===== config.mk =====
export PLATFORM = sky130hd
export DESIGN_NAME = fetch_ctrl_flat
export DESIGN_NICKNAME = d
export VERILOG_FILES = /design/src/rtl/fetch_ctrl_if.sv /design/src/rtl/fetch_ctrl.sv /design/src/flat_wrapper.sv
export SDC_FILE = /design/constraint.sdc
export NUM_CORES = 1
export LEC_CHECK = 0
export CAP_MARGIN = 20
export CORE_MARGIN = 3
export CORE_UTILIZATION = 40
export DETAILED_ROUTE_END_ITERATION = 16
export PLACE_DENSITY_LB_ADDON = 0.05
export SYNTH_ARGS = -nofsm -noshare
export SYNTH_HDL_FRONTEND = slang
export SYNTH_SLANG_ARGS = --single-unit
export TNS_END_PERCENT = 30

===== constraint.sdc =====
create_clock -name clk -period 1.7 [get_ports clk]
set_input_delay 0.34 -clock clk [delete_from_list [all_inputs] [get_ports clk]]
set_output_delay 0.34 -clock clk [all_outputs]
set_load 0.005 [all_outputs]

===== src/rtl/fetch_ctrl_if.sv =====
// Bundle of the fetch sequencer's decode, ROM and debug signals.
// master is the fetch_ctrl side, slave is the surrounding pipeline/ROM/debugger.
interface fetch_ctrl_if #(
  parameter int ADDRESS_WIDTH = 8,
  parameter int DATA_WIDTH    = 32,
  parameter int CNT_WIDTH     = 16
) ();
  logic                     pc_src;
  logic [ADDRESS_WIDTH-1:0] imm_op;
  logic                     halt_req;
  logic                     instr_ready;
  logic [ADDRESS_WIDTH-1:0] mem_addr;
  logic [DATA_WIDTH-1:0]    mem_rd;
  logic [DATA_WIDTH-1:0]    instr;
  logic [ADDRESS_WIDTH-1:0] instr_pc;
  logic                     instr_valid;
  logic                     halted;
  logic                     dbg_req;
  logic [ADDRESS_WIDTH-1:0] dbg_addr;
  logic                     dbg_rvalid;
  logic [DATA_WIDTH-1:0]    dbg_rdata;
  logic [CNT_WIDTH-1:0]     fetch_cnt;

  modport master (
    input  pc_src, imm_op, halt_req, instr_ready, mem_rd, dbg_req, dbg_addr,
    output mem_addr, instr, instr_pc, instr_valid, halted, dbg_rvalid, dbg_rdata, fetch_cnt
  );

  modport slave (
    output pc_src, imm_op, halt_req, instr_ready, mem_rd, dbg_req, dbg_addr,
    input  mem_addr, instr, instr_pc, instr_valid, halted, dbg_rvalid, dbg_rdata, fetch_cnt
  );
endinterface


===== src/rtl/fetch_ctrl.sv =====
// Fetch sequencer: owns the PC, drives the ROM address, and hands fetched
// words to decode through a one-entry valid/ready register; shares the ROM with debug while halted.
module fetch_ctrl #(
  parameter int ADDRESS_WIDTH = 8,
  parameter int DATA_WIDTH    = 32,
  parameter int RESET_PC      = 0,
  parameter int CNT_WIDTH     = 16
) (
  input  logic          clk,
  input  logic          rst,
  fetch_ctrl_if.master  bus
);

  typedef enum logic [1:0] {
    BOOT   = 2'd0,
    RUN    = 2'd1,
    HALTED = 2'd2
  } state_t;

  state_t                   state;
  logic [ADDRESS_WIDTH-1:0] pc;
  logic [DATA_WIDTH-1:0]    instr_q;
  logic [ADDRESS_WIDTH-1:0] instr_pc_q;
  logic                     instr_valid_q;
  logic                     halted_q;
  logic                     dbg_rvalid_q;
  logic [DATA_WIDTH-1:0]    dbg_rdata_q;
  logic [CNT_WIDTH-1:0]     cnt_q;

  logic                     xfer;
  logic                     fire;
  logic [ADDRESS_WIDTH-1:0] pc_next;

  assign xfer    = instr_valid_q & bus.instr_ready;
  // Halt beats fetch: a pending halt_req suppresses the fire in RUN.
  assign fire    = (state == RUN) & ~bus.halt_req & (~instr_valid_q | bus.instr_ready);
  assign pc_next = bus.pc_src ? pc + bus.imm_op : pc + ADDRESS_WIDTH'(4);

  assign bus.mem_addr    = (state == HALTED) ? bus.dbg_addr : pc;
  assign bus.instr       = instr_q;
  assign bus.instr_pc    = instr_pc_q;
  assign bus.instr_valid = instr_valid_q;
  assign bus.halted      = halted_q;
  assign bus.dbg_rvalid  = dbg_rvalid_q;
  assign bus.dbg_rdata   = dbg_rdata_q;
  assign bus.fetch_cnt   = cnt_q;

  // NOTE: all state here uses non-blocking assignments so every register
  // samples the pre-edge values, independent of statement order.
  always_ff @(posedge clk) begin
    if (!rst) begin
      state         <= BOOT;
      pc            <= ADDRESS_WIDTH'(RESET_PC);
      instr_q       <= '0;
      instr_pc_q    <= '0;
      instr_valid_q <= 1'b0;
      halted_q      <= 1'b0;
      dbg_rvalid_q  <= 1'b0;
      dbg_rdata_q   <= '0;
      cnt_q         <= '0;
    end else begin
      dbg_rvalid_q <= 1'b0;
      case (state)
        BOOT: begin
          if (bus.halt_req) begin
            state    <= HALTED;
            halted_q <= 1'b1;
          end else begin
            state <= RUN;
          end
        end
        RUN: begin
          if (bus.halt_req) begin
            state    <= HALTED;
            halted_q <= 1'b1;
            if (xfer) instr_valid_q <= 1'b0;
          end else if (fire) begin
            instr_q       <= bus.mem_rd;
            instr_pc_q    <= pc;
            instr_valid_q <= 1'b1;
            cnt_q         <= cnt_q + CNT_WIDTH'(1);
            pc            <= pc_next;
          end
        end
        HALTED: begin
          // mem_addr is dbg_addr here, so mem_rd is the debug word.
          if (bus.dbg_req) begin
            dbg_rdata_q  <= bus.mem_rd;
            dbg_rvalid_q <= 1'b1;
          end
          if (xfer) instr_valid_q <= 1'b0;
          if (!bus.halt_req) begin
            state    <= RUN;
            halted_q <= 1'b0;
          end
        end
        default: begin
          state    <= BOOT;
          halted_q <= 1'b0;
        end
      endcase
    end
  end

endmodule

===== src/flat_wrapper.sv =====
// flat-port wrapper written by rule: the top's interface ports become plain ports
module fetch_ctrl_flat 
#(
  parameter int ADDRESS_WIDTH = 8,
  parameter int DATA_WIDTH    = 32,
  parameter int RESET_PC      = 0,
  parameter int CNT_WIDTH     = 16
)
  (clk, rst, bus_pc_src, bus_imm_op, bus_halt_req, bus_instr_ready, bus_mem_rd, bus_dbg_req, bus_dbg_addr, bus_mem_addr, bus_instr, bus_instr_pc, bus_instr_valid, bus_halted, bus_dbg_rvalid, bus_dbg_rdata, bus_fetch_cnt);
  fetch_ctrl_if #(.ADDRESS_WIDTH(ADDRESS_WIDTH), .DATA_WIDTH(DATA_WIDTH), .CNT_WIDTH(CNT_WIDTH)) bus_i ();
  input  logic clk;
  input  logic rst;
  input wire logic [$bits(bus_i.pc_src)-1:0] bus_pc_src;
  input wire logic [$bits(bus_i.imm_op)-1:0] bus_imm_op;
  input wire logic [$bits(bus_i.halt_req)-1:0] bus_halt_req;
  input wire logic [$bits(bus_i.instr_ready)-1:0] bus_instr_ready;
  input wire logic [$bits(bus_i.mem_rd)-1:0] bus_mem_rd;
  input wire logic [$bits(bus_i.dbg_req)-1:0] bus_dbg_req;
  input wire logic [$bits(bus_i.dbg_addr)-1:0] bus_dbg_addr;
  output wire logic [$bits(bus_i.mem_addr)-1:0] bus_mem_addr;
  output wire logic [$bits(bus_i.instr)-1:0] bus_instr;
  output wire logic [$bits(bus_i.instr_pc)-1:0] bus_instr_pc;
  output wire logic [$bits(bus_i.instr_valid)-1:0] bus_instr_valid;
  output wire logic [$bits(bus_i.halted)-1:0] bus_halted;
  output wire logic [$bits(bus_i.dbg_rvalid)-1:0] bus_dbg_rvalid;
  output wire logic [$bits(bus_i.dbg_rdata)-1:0] bus_dbg_rdata;
  output wire logic [$bits(bus_i.fetch_cnt)-1:0] bus_fetch_cnt;
  assign bus_i.pc_src = bus_pc_src;
  assign bus_i.imm_op = bus_imm_op;
  assign bus_i.halt_req = bus_halt_req;
  assign bus_i.instr_ready = bus_instr_ready;
  assign bus_i.mem_rd = bus_mem_rd;
  assign bus_i.dbg_req = bus_dbg_req;
  assign bus_i.dbg_addr = bus_dbg_addr;
  assign bus_mem_addr = bus_i.mem_addr;
  assign bus_instr = bus_i.instr;
  assign bus_instr_pc = bus_i.instr_pc;
  assign bus_instr_valid = bus_i.instr_valid;
  assign bus_halted = bus_i.halted;
  assign bus_dbg_rvalid = bus_i.dbg_rvalid;
  assign bus_dbg_rdata = bus_i.dbg_rdata;
  assign bus_fetch_cnt = bus_i.fetch_cnt;
  fetch_ctrl #(.ADDRESS_WIDTH(ADDRESS_WIDTH), .DATA_WIDTH(DATA_WIDTH), .RESET_PC(RESET_PC), .CNT_WIDTH(CNT_WIDTH)) u_core (.clk(clk), .rst(rst), .bus(bus_i));
endmodule

==> impl_metrics.env <==
export IMPL_status="complete, but fails checks"
export IMPL_violations="negative setup slack"
export IMPL_rows=37
export IMPL_endpoint_kind="primary output"
export IMPL_grt_antenna_before_repair=0
export IMPL_p_leak_nw=2.50
export IMPL_fill_cells=892
export IMPL_whs_ns=0.457
export IMPL_num_vias=4274
export IMPL_setup_ws_ns=-0.118
export IMPL_period_share=1.07
export IMPL_coreArea_um2=10300
export IMPL_synth_area_per_cell_um2=8.16
export IMPL_clockBufferDepth=2
export IMPL_dieArea_um2=11900
export IMPL_num_antenna_cells=0
export IMPL_power_mw=6.05
export IMPL_hold_buffers=0
export IMPL_fin_util=0.660
export IMPL_hold_class="reg -> reg"
export IMPL_fin_nets=790
export IMPL_min_period_ns=1.82
export IMPL_drt_total_wl_um=12100
export IMPL_hold_viol_final=0
export IMPL_power_density_nw_per_um2=887
export IMPL_final_max_slew_viol_count=0
export IMPL_place_gp_congestion=0.825
export IMPL_clkSlewWorstSetupHoldPaths_ns=0.09
export IMPL_ant_nets=0
export IMPL_regArea_um2=2040
export IMPL_relSlewSlack=0.759
export IMPL_syn_to_final_growth_pct=60.4
export IMPL_ios=153
export IMPL_clockRootBuffer="clkbuf_8"
export IMPL_grt_overflow_total=0
export IMPL_start_util=0.412
export IMPL_rsz0062_at_grt="yes"
export IMPL_ys_seq_area_frac=0.476
export IMPL_drive_above_1_share=0.203
export IMPL_cts_tree="done"
export IMPL_grt_max_degree=46
export IMPL_grt_pass1_wl_um=19400
export IMPL_drt_initial_drc_count=238
export IMPL_numCtsBuffers=9
export IMPL_dp_hpwl_um=8770
export IMPL_synth_edff_count=0
export IMPL_fmax_ghz=0.550
export IMPL_synth_cell_types=48
export IMPL_drtPass1Iterations=5
export IMPL_grt_pass1_vias=4080
export IMPL_drc=0
export IMPL_vias_per_cell=4.95
export IMPL_required_ns=1.36
export IMPL_cts_max_level=3
export IMPL_synthArstFlopShare=0
export IMPL_synth_top_flop_cell="dfxtp_1"
export IMPL_stdcell_area_um2=6820
export IMPL_die_w_um=109
export IMPL_cts_sinks=101
export IMPL_portBuffers=152
export IMPL_multi_input_area_um2=2260
export IMPL_cap_violations=0
export IMPL_grt_usage=0.203
export IMPL_tightest_slew_ns=0.360
export IMPL_critPathKind="reg -> out"
export IMPL_syn_cell_area_um2=4250
export IMPL_die_y_um=109
export IMPL_syn_inst=521
export IMPL_insertion_delay_ns=0.36
export IMPL_syn_nets=588
export IMPL_ys_warn_count=0
export IMPL_postPlaceCellArea_um2=6350
export IMPL_clock_skew_ns=0.0129
export IMPL_dpl_worst_slack_ns=-0.538
export IMPL_crit_fanout=5
export IMPL_start_kind="flop"
export IMPL_finalSetupViolCount=10
export IMPL_arrival_ns=1.48
export IMPL_peakVddDrop_v=0.000496
export IMPL_wl_per_cell_um=14.1
export IMPL_synth_seq_cells=101
-- layout make-up --
type                       count  area share
inverter                       5     0.00275
tap                          136      0.0250
multi-input combinational    385       0.331
clock inverter                 5     0.00642
clock buffer                  11      0.0207
sequential                   101       0.299
timing repair buffer         221       0.315
-- worst paths after layout --
check                                         startpoint                        to  slack (ns)  cells past startpoint
worst max-delay path                     u_core.state[0]           bus_mem_addr[7]       -0.12                      5
worst max register to register           u_core.state[1]  u_core.bus.fetch_cnt[13]       -0.06                      7
worst min register to register  u_core.bus.dbg_rdata[27]  u_core.bus.dbg_rdata[27]        0.46                      2
worst min-delay path            u_core.bus.dbg_rdata[27]  u_core.bus.dbg_rdata[27]        0.46                      2
-- state kept, by name, summed over array words and instances, names as in the netlist --
name / cells
u_core.bus.instr: 32
u_core.bus.dbg_rvalid: 1
u_core.bus.fetch_cnt: 16
u_core.bus.halted: 1
u_core.state: 2
u_core.pc: 8
u_core.bus.dbg_rdata: 32
u_core.bus.instr_valid: 1
u_core.bus.instr_pc: 8
-- critical path, cell delays in order (launching register included) --
cell and delay, ns:
dfxtp_2 0.36, inv_2 0.05, ha_4 0.16, buf_6 0.13
mux2_4 0.30, buf_6 0.12
-- cells by family after synthesis --
group | after synthesis | synth area share
buf+inv | 35 | 0.0362
compound gates | 128 | 0.166
flops | 101 | 0.476
simple gates | 220 | 0.228
fa+ha+maj | 13 | 0.0400
xor+xnor | 16 | 0.0330
mux | 8 | 0.0212
-- where the power goes --
| group | internal, mW | leakage, nW | switching (mW) | total [mW] |
|---|---|---|---|---|
| Combinational | 1.10 | 1.59 | 0.831 | 1.93 |
| Sequential | 2.55 | 0.823 | 0.114 | 2.66 |
| Clock | 0.592 | 0.0881 | 0.858 | 1.45 |
| Total | 4.24 | 2.50 | 1.80 | 6.05 |
-- per-layer routing --
metal	share of wire	vias up	track usage
met5	0	-	0
met4	0.022	0	0.0821
met3	0.066	24	0.0426
met2	0.48	117	0.332
met1	0.43	1971	0.259
li1	-	2162	-
-- cell usage after synthesis, types with 3 or more instances --
cell,instances,share of area
nor3_1,4,0.0047
ha_1,12,0.035
buf_2,4,0.0047
o21ai_0,17,0.020
o21bai_1,3,0.0053
xor2_1,8,0.016
or3_1,3,0.0044
and3_1,3,0.0044
inv_1,4,0.0035
clkbuf_1,21,0.019
xnor2_1,8,0.016
a211oi_1,5,0.0088
nand3_1,8,0.0094
a21oi_1,89,0.10
nor4_1,5,0.0074
mux2_2,8,0.021
dfxtp_1,101,0.48
nand4_1,3,0.0044
nand2_1,158,0.14
nor2_1,18,0.016
-- placed cells by master (no fill, tap or decap), types with 4 or more instances in the layout --
master	synthesis	final
buf_4	2	56
dfxtp_2	0	9
buf_6	0	15
a21oi_2	0	7
nor3_1	4	4
nor2_1	18	18
o21ai_0	17	14
a21oi_1	89	82
xor2_1	8	8
xnor2_1	8	8
mux2_4	0	8
nand2_1	158	156
clkdlybuf4s50_1	0	140
dfxtp_1	101	91
ha_1	12	8
clkbuf_8	1	10
nand3_1	8	7
buf_12	0	5
-- per-stage QoR --
step | setup TNS [ns] | std cells
2_1_floorplan | -0.0103 | 521
3_3_place_gp | -18.17 | 840
3_5_place_dp | -20.57 | 840
4_1_cts | -1.48 | 862
5_1_grt | -2.35 | 864
6_report | -1.02 | 864
-- repair_timing --
action / in CTS / in global routing
pin swaps: 12 / 7
buffers inserted: 6 / 4
resized for setup: 58 / 42
setup endpoints to repair: 59 / 66
(Power assumes the default switching activity.)
